<file path="src/rtl/r2r_dac_pkg.sv">
// Shared types and helpers for the R2R DAC sample player.
package r2r_dac_pkg;

   typedef enum logic [1:0] {
      IDLE    = 2'd0,
      PRIMING = 2'd1,
      PLAYING = 2'd2
   } state_t;

   // Occupancy needs one extra bit so that a completely full FIFO is representable.
   function automatic int fill_w(input int depth);
      return $clog2(depth) + 1;
   endfunction

   // Mid-rail ladder code, used as the idle/reset output level.
   function automatic logic [31:0] midscale(input int d_w);
      return 32'd1 << (d_w - 1);
   endfunction

endpackage

</file>
<file path="src/rtl/r2r_dac_player_fifo.sv">
// Show-ahead synchronous FIFO; pointers carry a wrap bit so full/empty fall out of a compare.
module sync_fifo
   import r2r_dac_pkg::*;
#(
   parameter int D_W   = 8,
   parameter int DEPTH = 8
) (
   input  logic                   clk,
   input  logic                   rst_n,
   input  logic                   push,
   input  logic                   pop,
   input  logic [D_W-1:0]         wdata,
   output logic [D_W-1:0]         rdata,
   output logic                   full,
   output logic                   empty,
   output logic [$clog2(DEPTH):0] count
);
   localparam int AW = $clog2(DEPTH);
   localparam int FW = fill_w(DEPTH);

   logic [AW:0]    wptr, rptr;
   logic [D_W-1:0] mem [DEPTH];
   logic           do_push, do_pop;

   assign empty   = (wptr == rptr);
   assign full    = (wptr[AW] != rptr[AW]) && (wptr[AW-1:0] == rptr[AW-1:0]);
   assign do_pop  = pop && !empty;
   // A push into a full FIFO still lands if the head leaves in the same cycle.
   assign do_push = push && (!full || do_pop);
   assign count   = FW'(wptr - rptr);
   assign rdata   = mem[rptr[AW-1:0]];

   // Pointer advance; reset discards contents by collapsing both pointers.
   always_ff @(posedge clk or negedge rst_n) begin
      if (!rst_n) begin
         wptr <= '0;
         rptr <= '0;
      end else begin
         if (do_push) wptr <= wptr + 1'b1;
         if (do_pop)  rptr <= rptr + 1'b1;
      end
   end

   // Storage array, no reset needed since occupancy is tracked by the pointers.
   always_ff @(posedge clk) begin
      if (do_push) mem[wptr[AW-1:0]] <= wdata;
   end

endmodule

</file>
<file path="src/rtl/r2r_dac_player.sv">
// Buffers deserializer words and replays them onto the R2R ladder at a programmable rate.
module r2r_dac_player
   import r2r_dac_pkg::*;
#(
   parameter int D_W   = 8,
   parameter int DEPTH = 8,
   parameter int PRIME = 4,
   parameter int DIV_W = 16
) (
   input  logic                   clk,
   input  logic                   rst_n,
   input  logic [D_W-1:0]         in_data,
   input  logic                   in_valid,
   input  logic                   enable,
   input  logic [DIV_W-1:0]       rate_div,
   input  logic                   clr_flags,
   output logic [D_W-1:0]         dac_out,
   output logic [$clog2(DEPTH):0] fill,
   output logic                   playing,
   output logic                   underrun,
   output logic                   overflow
);
   localparam int             FW      = fill_w(DEPTH);
   localparam logic [D_W-1:0] MID     = D_W'(midscale(D_W));
   localparam logic [FW-1:0]  PRIME_F = FW'(PRIME);

   state_t           state;
   logic [DIV_W-1:0] cnt;
   logic             tick, pop, full, empty, ur_set, ov_set;
   logic [D_W-1:0]   head;

   sync_fifo #(.D_W(D_W), .DEPTH(DEPTH)) u_fifo (
      .clk   (clk),
      .rst_n (rst_n),
      .push  (in_valid),
      .pop   (pop),
      .wdata (in_data),
      .rdata (head),
      .full  (full),
      .empty (empty),
      .count (fill)
   );

   // ">=" rather than "==" so shrinking rate_div below cnt ticks at once instead of wrapping.
   assign tick    = (cnt >= rate_div);
   assign pop     = enable && (state == PLAYING) && tick && !empty;
   assign ur_set  = enable && (state == PLAYING) && tick && empty;
   assign ov_set  = in_valid && full && !pop;
   assign playing = (state == PLAYING);

   // Playback FSM and sample-rate divider; the divider restarts on every entry to PLAYING.
   always_ff @(posedge clk or negedge rst_n) begin
      if (!rst_n) begin
         state <= IDLE;
         cnt   <= '0;
      end else if (!enable) begin
         state <= IDLE;
         cnt   <= '0;
      end else begin
         case (state)
            IDLE:    state <= PRIMING;
            PRIMING: if (fill >= PRIME_F) begin
                        state <= PLAYING;
                        cnt   <= '0;
                     end
            PLAYING: if (tick) begin
                        cnt <= '0;
                        if (empty) state <= PRIMING;
                     end else begin
                        cnt <= cnt + DIV_W'(1);
                     end
            default: state <= IDLE;
         endcase
      end
   end

   // Ladder code register: only a pop or reset moves it.
   always_ff @(posedge clk or negedge rst_n) begin
      if (!rst_n)   dac_out <= MID;
      else if (pop) dac_out <= head;
   end

   // Sticky error flags; a set event in the same cycle beats a clear.
   always_ff @(posedge clk or negedge rst_n) begin
      if (!rst_n) begin
         underrun <= 1'b0;
         overflow <= 1'b0;
      end else begin
         if (ur_set)         underrun <= 1'b1;
         else if (clr_flags) underrun <= 1'b0;
         if (ov_set)         overflow <= 1'b1;
         else if (clr_flags) overflow <= 1'b0;
      end
   end

endmodule
</file>
<file path="config.mk">
export PLATFORM = sky130hd
export DESIGN_NAME = r2r_dac_player
export DESIGN_NICKNAME = d
export VERILOG_FILES = /design/src/rtl/r2r_dac_pkg.sv /design/src/rtl/r2r_dac_player_fifo.sv /design/src/rtl/r2r_dac_player.sv
export SDC_FILE = /design/constraint.sdc
export NUM_CORES = 1
export LEC_CHECK = 0
export CAP_MARGIN = 15
export CORE_ASPECT_RATIO = 0.9
export CORE_MARGIN = 4
export CORE_UTILIZATION = 50
export DETAILED_ROUTE_END_ITERATION = 12
export PLACE_DENSITY = 0.74
export SKIP_LAST_GASP = 1
export SLEW_MARGIN = 20
export SYNTH_ARGS = -nofsm -noshare
export SYNTH_HDL_FRONTEND = slang
export SYNTH_SLANG_ARGS = --single-unit
</file>
<file path="constraint.sdc">
create_clock -name clk -period 3.3 [get_ports clk]
set_clock_uncertainty 0.15 [all_clocks]
set_input_delay 0.99 -clock clk [delete_from_list [all_inputs] [get_ports clk]]
set_output_delay 0.99 -clock clk [all_outputs]
set_load 0.005 [all_outputs]
</file>
==> summary.json, run 1 <==
{
  "cts_made_buffers": {"value": 9},
  "cellPowerDensity": {"value": 544, "unit": "nW/um^2"},
  "floorplan.rows": {"value": 33},
  "fmaxAchievable": {"value": 0.307, "unit": "GHz"},
  "drive_above_1_share": {"value": 26.1, "unit": "%"},
  "syn_nets": {"value": 404},
  "cts.clk_slew.worst_paths": {"value": 0.10, "unit": "ns"},
  "adder_cell_share_of_the_synthesized_area": {"value": 6.25, "unit": "%"},
  "critical_path_class": {"value": "in -> reg"},
  "combinational_family_with_the_most_area_after_synthesis": {"value": "simple AND/OR/NAND/NOR gates"},
  "antenna_found_initial": {"value": 0},
  "routed-wl-met2": {"value": 4930, "unit": "um"},
  "synth_top_area_share": {"value": 40.6, "unit": "%"},
  "post-route-min-period": {"value": 3.26, "unit": "ns"},
  "cts_root_buffer": {"value": "sky130_fd_sc_hd__clkbuf_8"},
  "worstSetupEndpointType": {"value": "register"},
  "fin_total_pwr": {"value": 3290, "unit": "uW"},
  "post-synth-top-area-cell": {"value": "sky130_fd_sc_hd__edfxtp_1"},
  "cp_slowest_cell": {"value": "sky130_fd_sc_hd__or4b_4"},
  "post_cts_hold_buffer_count": {"value": 0},
  "grt_pass1_wl": {"value": 16800, "unit": "um"},
  "min-delay-path-class": {"value": "reg -> reg"},
  "syn2layout_area_growth": {"value": 28.0, "unit": "%"},
  "io_buffer_count": {"value": 43},
  "path_depth": {"value": 10},
  "synth-async-reset-ratio": {"value": 36.0, "unit": "%"},
  "pin_count_of_the_biggest_net_entering_global_routing": {"value": 37},
  "totalWireLength": {"value": 9720, "unit": "um"},
  "detailed_place_hpwl": {"value": 6730, "unit": "um"},
  "ioPinCount": {"value": 44},
  "arrival": {"value": 3.18, "unit": "ns"},
  "average_instance_area_after_synthesis": {"value": 13.4, "unit": "um^2"},
  "synth_most_common_cell": {"value": "sky130_fd_sc_hd__edfxtp_1"},
  "clock_insertion_delay_worst_skew": {"value": 0.36, "unit": "ns"},
  "critPathMostFrequentCell": {"value": "sky130_fd_sc_hd__buf_12"},
  "floorplan.core_area": {"value": 9170, "unit": "um^2"},
  "clockPowerShare": {"value": 23.4, "unit": "%"},
  "synth_top_cells_by_count": {"value": "64 x sky130_fd_sc_hd__edfxtp_1, 35 x sky130_fd_sc_hd__dfrtp_1, 32 x sky130_fd_sc_hd__nand2_1"},
  "die_h": {"value": 100, "unit": "um"},
  "ys_ff_latch": {"value": 100},
  "first_global_vias": {"value": 3284},
  "synth.area.mux_share": {"value": 8.10, "unit": "%"},
  "max_cap_viol_count": {"value": 0},
  "timing.final.hold_violations": {"value": 0},
  "remaining_drc_errors": {"value": 0},
  "number_of_buffers_on_the_longest_clock_path": {"value": 2},
  "outcome": {"value": "complete, no violations"},
  "final_max_slew_viol_count": {"value": 0},
  "setup_viol_count_final": {"value": 0},
  "postSynthCellCount": {"value": 352},
  "grt.total_usage": {"value": 18.9, "unit": "%"},
  "cellLeakagePower": {"value": 0.00228, "unit": "uW"},
  "drt-initial-drc-count": {"value": 174},
  "cts.sink_count": {"value": 100},
  "n_antenna_cell": {"value": 0},
  "synth.lib_cells_used.distinct": {"value": 47},
  "synth_top_cells_by_area": {"value": "sky130_fd_sc_hd__edfxtp_1 41%, sky130_fd_sc_hd__dfrtp_1 19%, sky130_fd_sc_hd__mux4_2 7.6%, sky130_fd_sc_hd__ha_1 5.8%, sky130_fd_sc_hd__xnor2_1 3.5%"},
  "gpl.final_weighted_congestion": {"value": 0.764},
  "global_route.overflow_total": {"value": 0},
  "crit_path_max_delay_family": {"value": "simple AND/OR/NAND/NOR gates"},
  "tritoncts_clock_tree": {"value": "built"},
  "die_area": {"value": 11100, "unit": "um^2"},
  "slew-limit-headroom": {"value": 45.5, "unit": "%"},
  "flip_flop_cell_with_the_highest_count_after_synthesis": {"value": "sky130_fd_sc_hd__edfxtp_1"},
  "edff_count_synth": {"value": 64},
  "width_of_the_die": {"value": 111, "unit": "um"},
  "synth_xor_area_share": {"value": 3.89, "unit": "%"},
  "synthesis.area": {"value": 4730, "unit": "um^2"},
  "timing.critical_path.cells": {"value": "clkdlybuf4s50_1 -> inv_1 -> ha_1 -> nand4_1 -> or4b_4 -> a31oi_4 -> buf_12 -> nor2_4 -> nor3_4 -> buf_12"},
  "intPower": {"value": 2260, "unit": "uW"},
  "viasPerCell": {"value": 5.56},
  "cts_max_level": {"value": 3},
  "critical_path_maximum_fanout": {"value": 8},
  "netSwitchingFraction": {"value": 31.5, "unit": "%"},
  "dr_wl_met3": {"value": 315, "unit": "um"},
  "synth-seq-area-share": {"value": 59.7, "unit": "%"},
  "wire_per_inst": {"value": 17.4, "unit": "um"},
  "drtPass1Iterations": {"value": 4},
  "startpoint_type": {"value": "primary input"},
  "filler_cells_inserted": {"value": 675},
  "final.setup.tns": {"value": 0, "unit": "ns"},
  "worst_supply_voltage_drop_on_vdd": {"value": 0.283, "unit": "mV"},
  "data_required_time_at_the_worst_endpoint": {"value": 3.22, "unit": "ns"},
  "synth_simple_gate_area_share": {"value": 11.1, "unit": "%"},
  "min_period_over_period": {"value": 98.7, "unit": "%"},
  "combinationalPowerShare": {"value": 28.7, "unit": "%"},
  "worst-slew-pin-transition": {"value": 0.817, "unit": "ns"},
  "final_net_count": {"value": 483},
  "route.layer.met1.wl": {"value": 4380, "unit": "um"},
  "power.sequential.fraction": {"value": 47.9, "unit": "%"},
  "route.top_layer_used": {"value": "met4"},
  "cp_num_buf_inv": {"value": 4},
  "hold_path_depth": {"value": 1},
  "initial_utilization": {"value": 51.6, "unit": "%"},
  "via_count": {"value": 3105},
  "fraction_of_the_mapped_netlist_area_in_compound_gates": {"value": 7.46, "unit": "%"},
  "worst-r2r-cell-count": {"value": 10},
  "critical-path-max-stage-delay": {"value": 0.58, "unit": "ns"},
  "switching_power": {"value": 1040, "unit": "uW"},
  "synth-warning-count": {"value": 0},
  "antenna_left": {"value": 0}
}
[power groups by stage]
stage | clock network, uW | registers, uW | logic (uW)
2_1_floorplan | 0 | 1580 | 525
3_3_place_gp | 0 | 1600 | 849
3_5_place_dp | 0 | 1610 | 876
4_1_cts | 794 | 1580 | 935
5_1_grt | 853 | 1590 | 1040
6_report | 771 | 1580 | 946
[cell usage in the layout (no fill, tap or decap), drive strengths merged, types with 3 or more instances in the layout]
master          n
a22o            3
clkdlybuf4s50  27
o21ai           5
edfxtp         64
clkinv          3
buf            38
o211ai          3
nor4b           5
nand3          10
dfrtp          35
clkbuf          9
ha             22
nand2          32
dlygate4sd2    14
xnor2          19
or3             3
nand4           6
a21oi          14
nor2           22
mux4           16
a211o           3
nor4            3
a41oi           9
inv            31
nor3           13
[final cells by class]
class / instances / area (um^2) / area share [%]
tap: 122 / 153 / 2.52
inverter: 28 / 106 / 1.76
sequential: 100 / 2820 / 46.7
multi-input combinational: 212 / 1990 / 32.9
clock buffer: 9 / 124 / 2.05
timing repair buffer: 80 / 776 / 12.8
clock inverter: 7 / 77.6 / 1.28
[logic make-up after synthesis]
| logic type | count (synthesis) |
|---|---|
| compound gates | 45 |
| xor+xnor | 21 |
| fa+ha+maj | 23 |
| buf+inv | 40 |
| flops | 100 |
| mux | 18 |
| simple gates | 105 |
[sequential cells by signal, indices dropped and copies added, names as in the netlist]
| name | cells |
|---|---|
| cnt | 16 |
| dac_out | 8 |
| underrun | 1 |
| overflow | 1 |
| u_fifo.wptr | 4 |
| u_fifo.mem | 64 |
| state | 2 |
| u_fifo.rptr | 4 |
[final timing paths]
kind                                             from                          to  slack, ns
max reg2reg                u_fifo.wptr[0]$_DFFE_PN0P_          cnt[9]$_DFFE_PN0P_       0.45
max                                       rate_div[4]  u_fifo.mem[4][1]$_DFFE_PP_       0.04
min in group asynchronous                       rst_n        overflow$_DFFE_PN0P_       0.56
max in group asynchronous                       rst_n         cnt[13]$_DFFE_PN0P_       1.92
min reg2reg                      state[0]$_DFFE_PN0P_        state[0]$_DFFE_PN0P_       0.38
min                              state[0]$_DFFE_PN0P_        state[0]$_DFFE_PN0P_       0.38
[per-layer routing]
layer | vias up | track usage, %
li1 | 1479 | -
met5 | - | 0
met1 | 1552 | 24.8
met4 | 0 | 6.34
met3 | 8 | 3.56
met2 | 66 | 32.2
[through the flow]
stage	hold slack, ns	cells	area, um^2	setup slack [ns]	util [%]
2_1_floorplan	0.318	352	4820	0.0306	-
3_3_place_gp	0.342	536	5630	-0.506	61.4
3_5_place_dp	0.352	536	5630	-0.579	61.4
4_1_cts	0.374	556	6020	0.00190	65.7
5_1_grt	0.409	558	6050	-0.00600	66.0
6_report	0.377	558	6050	0.0424	66.0
[worst reg2reg max path, cell delays in order (launching register included)]
cell and delay [ns]:
sky130_fd_sc_hd__dfrtp_1 0.36, sky130_fd_sc_hd__inv_1 0.08, sky130_fd_sc_hd__ha_1 0.21, sky130_fd_sc_hd__fa_2 0.36, sky130_fd_sc_hd__xor2_2 0.17, sky130_fd_sc_hd__or4b_4 0.50, sky130_fd_sc_hd__a311oi_4 0.38, sky130_fd_sc_hd__buf_4 0.24
sky130_fd_sc_hd__nor4b_1 0.08, sky130_fd_sc_hd__xnor2_1 0.15, sky130_fd_sc_hd__nor2_1 0.06
[timing repair]
| action | CTS | global route |
|---|---|---|
| gates resized for setup | 40 | 5 |
| pin swaps | 21 | 2 |
| setup buffers | 4 | 2 |
| setup endpoints to repair | 78 | 24 |
(Power assumes the default switching activity.)
==> run 2, diff against run 1 <==
CTS_CLUSTER_DIAMETER = 50   (was not set)
SLEW_MARGIN = 10   (was 20)
==> results of run 2 <==
Final layout, timing and power as in run 1 (identical DEF).
==> RTL edit 1 (settings of run 2) <==
`D_W` is set to 8 in 2 places; all go to 7.
--- a/src/rtl/r2r_dac_player_fifo.sv
+++ b/src/rtl/r2r_dac_player_fifo.sv
@@ -3,5 +3,5 @@
    import r2r_dac_pkg::*;
 #(
-   parameter int D_W   = 8,
+   parameter int D_W   = 7,
    parameter int DEPTH = 8
 ) (
--- a/src/rtl/r2r_dac_player.sv
+++ b/src/rtl/r2r_dac_player.sv
@@ -3,5 +3,5 @@
    import r2r_dac_pkg::*;
 #(
-   parameter int D_W   = 8,
+   parameter int D_W   = 7,
    parameter int DEPTH = 8,
    parameter int PRIME = 4,
Ports: changed (resized dac_out and in_data); port bits go from 44 to 42. No check against the original RTL was run, so the function may have changed too.
==> RTL edit 1 against run 2 <==
- power fell by 4.4%
- sequential cell count fell by 9
- cell count fell by 3.0%
- synthesized area fell by 7.3%
- hold slack got worse by 8.1 ps
- wire length rose by 4.0%
- final area fell by 6.0%
- die area fell by 6.7%
- setup slack improved by 19 ps
==> RTL edit 1: results (changes against run 2) <==
Setup path
  – R2r startpoint: cnt[13] (was u_fifo.wptr[0])
  – RR Endpoint: u_fifo.mem[2][0] (was cnt[9])
  – Arrival time worst endpoint: 2100 ps (was 3180 ps)
  – Worst reg-to-reg path cell count: 9 (was 10)
  – CP Max Fanout: 7 (was 8)

Route
  – Vias/cell: 5.525 (was 5.565)
  – DR pass1 iterations: 5 (was 4)
  – Drt wl/cell: 18.68 um (was 17.42 um)

Synth
  – Top post-synthesis cells by area: edfxtp_1 (38%), dfrtp_1 (19%), mux4_2 (7.2%), ha_1 (6.3%), xnor2_1 (3.4%) (was edfxtp_1 (41%), dfrtp_1 (19%), mux4_2 (7.6%), ha_1 (5.8%), xnor2_1 (3.5%))
  – Distinct cells, synth: 52 (was 47)
  – Sequential fraction of the synthesis area: 58.35% (was 59.72%)
  – Mapped Area: 4385 sq um (was 4728 sq um)
  – Async S/R FF share, synth: 38.46% (was 36.00%)
  – Register bit total from synthesis: 91 (was 100)
  – Top cells by count, synth: edfxtp_1 (56), dfrtp_1 (34), nand2_1 (31), inv_1 (28) (was edfxtp_1 (64), dfrtp_1 (35), nand2_1 (32), inv_1 (27))
  – Number of flops mapped to enable cells by yosys: 56 (was 64)

STA
  – Final min period: 3238 ps (was 3258 ps)
  – Actual slew at the worst max-slew pin: 624.8 ps (was 816.9 ps)
  – Worst hold margin: 369.4 ps (was 377.5 ps)

Clock network
  – Post-CTS Repair Setup Buffers: 8 (was 4)
  – Insertion delay to the later sink of the worst-skew pair: 370 ps
  – Post-cts sizing count: 43 (was 40)

Placed design
  – Dpl hpwl: 7085 um (was 6734 um)
  – Pre-CTS setup slack: -642.2 ps (was -579.3 ps)
  – Placer Congestion: 0.8041 (was 0.7637)
  – IO Port Bufs: 41 (was 43)

Layout
  – Non-clk invs: 29 (was 28)
  – NonClk Buf Share: 13.06% (was 12.82%)
  – Clock-cell share of area: 3.275% (was 3.329%)
  – Fillcell total: 633 (was 675)
  – Largest register FFs: 56 (was 64)
  – Non-clock buffer count: 78 (was 80)
  – Sequential cell area: 2560 sq um (was 2824 sq um)

Power
  – Switching share of power: 32.74% (was 31.49%)
  – Max IR drop VDD: 0.4738 mV (was 0.2826 mV)
  – Clock network fraction of design power: 23.0% (was 23.4%)
  – Internal: 0.002119 W (was 0.002257 W)

GRT
  – Total track usage: 20.42% (was 18.92%)
  – First-pass GRT wire length: 16,260 um (was 16,770 um)
  – Largest net degree at the start of global routing: 36 (was 37)
  – Vias in the first global route: 3,162 (was 3,284)

Run status
  – Outcome: finished clean (unchanged)

Worst hold path
  – HP Start: u_fifo.wptr[3] (was state[0])
  – Hold Path End: u_fifo.wptr[3] (was state[0])
-- RTL edit 1: critical path: stages (launching register included) --
cell and delay [ps]:
dfrtp_1 380, clkinv_2 110, ha_4 330, nand3b_1 150, nand2_2 120, xnor2_2 110
clkdlybuf4s50_1 530
-- RTL edit 1: per-layer routing --
| metal | vias up | routed length [um] | share of wire (%) | GRT usage [%] |
|---|---|---|---|---|
| met1 | 1466 | 4335 | 43 | 28.76 |
| li1 | 1408 | - | - | - |
| met5 | - | 0 | 0 | 0 |
| met4 | 0 | 154 | 1.5 | 5.408 |
| met2 | 99 | 4848 | 48 | 31.99 |
| met3 | 16 | 765 | 7.6 | 4.870 |
-- RTL edit 1: kinds of logic after synthesis --
kind of cell | count (synthesis) | share of synthesized area (%)
AOI/OAI and AO/OA | 43 | 7.390
DFF | 91 | 58.35
muxes | 16 | 7.703
and+or+nand+nor | 106 | 11.98
adders and majority gates | 23 | 6.733
xor gates and xnor gates | 20 | 3.994
buffers and inverters | 41 | 3.851
-- RTL edit 1: per-stage QoR --
stage / cells / area (sq um)
6_report: 541 / 5692
5_1_grt: 541 / 5692
4_1_cts: 538 / 5595
3_5_place_dp: 514 / 5151
3_3_place_gp: 514 / 5151
2_1_floorplan: 340 / 4444
-- RTL edit 1: worst max-delay path by stage --
stage | cells past startpoint | start | slack (ps) | end
after CTS | 11 | rate_div[1] | 1 | u_fifo.mem[3][0]
after floorplan | 9 | rate_div[15] | 10 | u_fifo.mem[2][0]
after global placement | 9 | rate_div[13] | -550 | u_fifo.mem[4][3]
after detailed placement | 9 | rate_div[13] | -640 | u_fifo.mem[4][0]
final | 6 | u_fifo.rptr[2] | 60 | fill[3]
after global routing | 6 | u_fifo.rptr[2] | -10 | fill[3]
==> RTL edit 2 (settings of run 2) <==
Made on the original files. Encoding of `state_t`: now one-hot (3 bits for 3 states).
--- a/src/rtl/r2r_dac_pkg.sv
+++ b/src/rtl/r2r_dac_pkg.sv
@@ -2,8 +2,8 @@
 package r2r_dac_pkg;
 
-   typedef enum logic [1:0] {
-      IDLE    = 2'd0,
-      PRIMING = 2'd1,
-      PLAYING = 2'd2
+   typedef enum logic [2:0] {
+      IDLE    = 3'b001,
+      PRIMING = 3'b010,
+      PLAYING = 3'b100
    } state_t;
 
Function: same outputs for any inputs over 10 cycles, from zero or initial values and one cycle with rst_n low; not proved beyond that.
==> RTL edit 2 against run 2 <==
- the run now ends with negative setup slack left
- utilization is 3.2 points higher
- setup slack got worse by 95 ps
- sequential cell count rose by 1
- final area is 5.7% higher
- wire length increased by 19%
- cell count increased by 3.0%
- power down 4.4%
- synthesized area increased by 2.2%
- largest power group unchanged
==> RTL edit 2: results (changes against run 2) <==
Run status
  – Outcome: finished with violations (was finished clean)
  – Violated checks: negative setup slack

STA
  – Post-route setup slack: -52.27 ps (was 42.36 ps)
  – Worst hold margin: 370.4 ps (was 377.5 ps)
  – Setup violators final: 53 (was 0)

Synth
  – Net Count, Synth: 408 (was 404)
  – Mean Syn Cell Area: 13.57 sq um (was 13.43 sq um)
  – Top post-synthesis cells by area: edfxtp_1 (40%), dfrtp_1 (18%), mux4_2 (7.5%), ha_1 (5.7%), nand2_1 (2.7%) (was edfxtp_1 (41%), dfrtp_1 (19%), mux4_2 (7.6%), ha_1 (5.8%), xnor2_1 (3.5%))
  – Compound-cell area share of the yosys netlist: 6.838% (was 7.462%)

GRT
  – GR Util met2: 30.78% (was 32.18%)
  – GRT met3 Usage: 6.691% (was 3.556%)
  – Grt met1 use: 29.68% (was 24.79%)
  – Total track usage: 20.70% (was 18.92%)
  – First-pass GRT wire length: 18,050 um (was 16,770 um)

Placed design
  – Placer Congestion: 0.7852 (was 0.7637)
  – Dpl hpwl: 7084 um (was 6734 um)

Setup path
  – Flop-to-flop setup slack: 290 ps (was 450 ps)
  – R2r startpoint: cnt[14] (was u_fifo.wptr[0])
  – CP Max Fanout: 7 (was 8)
  – Arrival time worst endpoint: 3460 ps (was 3180 ps)

Route
  – Final WL: 11,610 um (was 9718 um)
  – Iter 0 DRT Violations: 263 (was 174)
  – Routed length on met3: 1060 um (was 315 um)
  – DR WL met2: 5445 um (was 4930 um)
  – WL met1: 4920 um (was 4382 um)
  – DR pass1 iterations: 5 (was 4)

Power
  – Leakage: 2.641 nW (was 2.276 nW)
  – Switching share of power: 31.32% (was 31.49%)

Layout
  – Fraction of layout instances using a drive strength above 1: 31.79% (was 26.15%)
  – Fin nets: 500 (was 483)
## RTL edit 2: cell count changes after synthesis, moves of 5 or more
cell     delta
and3_1     +12
a221o_1     +9
a41oi_1     -8
nor4_1      +5
mux2_2     +11
nor2_1      -5
a21oi_1     -6
nor3_1      -9
xnor2_1    -13
## RTL edit 2: final cells by class
type                            instances  area (sq um)
Multi-Input combinational cell        220          2196
Clock inverter                          7         76.32
Sequential cell                       101          2850
Inverter                               25         97.59
Clock buffer                            9         123.9
Tap cell                              122         152.6
Timing Repair Buffer                   91         903.4
Fill cell                             608          2849
## RTL edit 2: cells by family (layout without fill, tap and decap cells)
logic type | count (synthesis) | in the layout
mux | 29 | 29
simple gates | 116 | 116
flops | 101 | 101
compound gates | 41 | 42
buf+inv | 36 | 132
fa+ha+maj | 23 | 23
xor+xnor | 10 | 10
## RTL edit 2: timing repair
item,4_1_cts,5_1_grt
gates cloned,4,0
buffers inserted,17,11
pin swaps,25,27
resized for setup,52,32
setup endpoints to repair,103,85
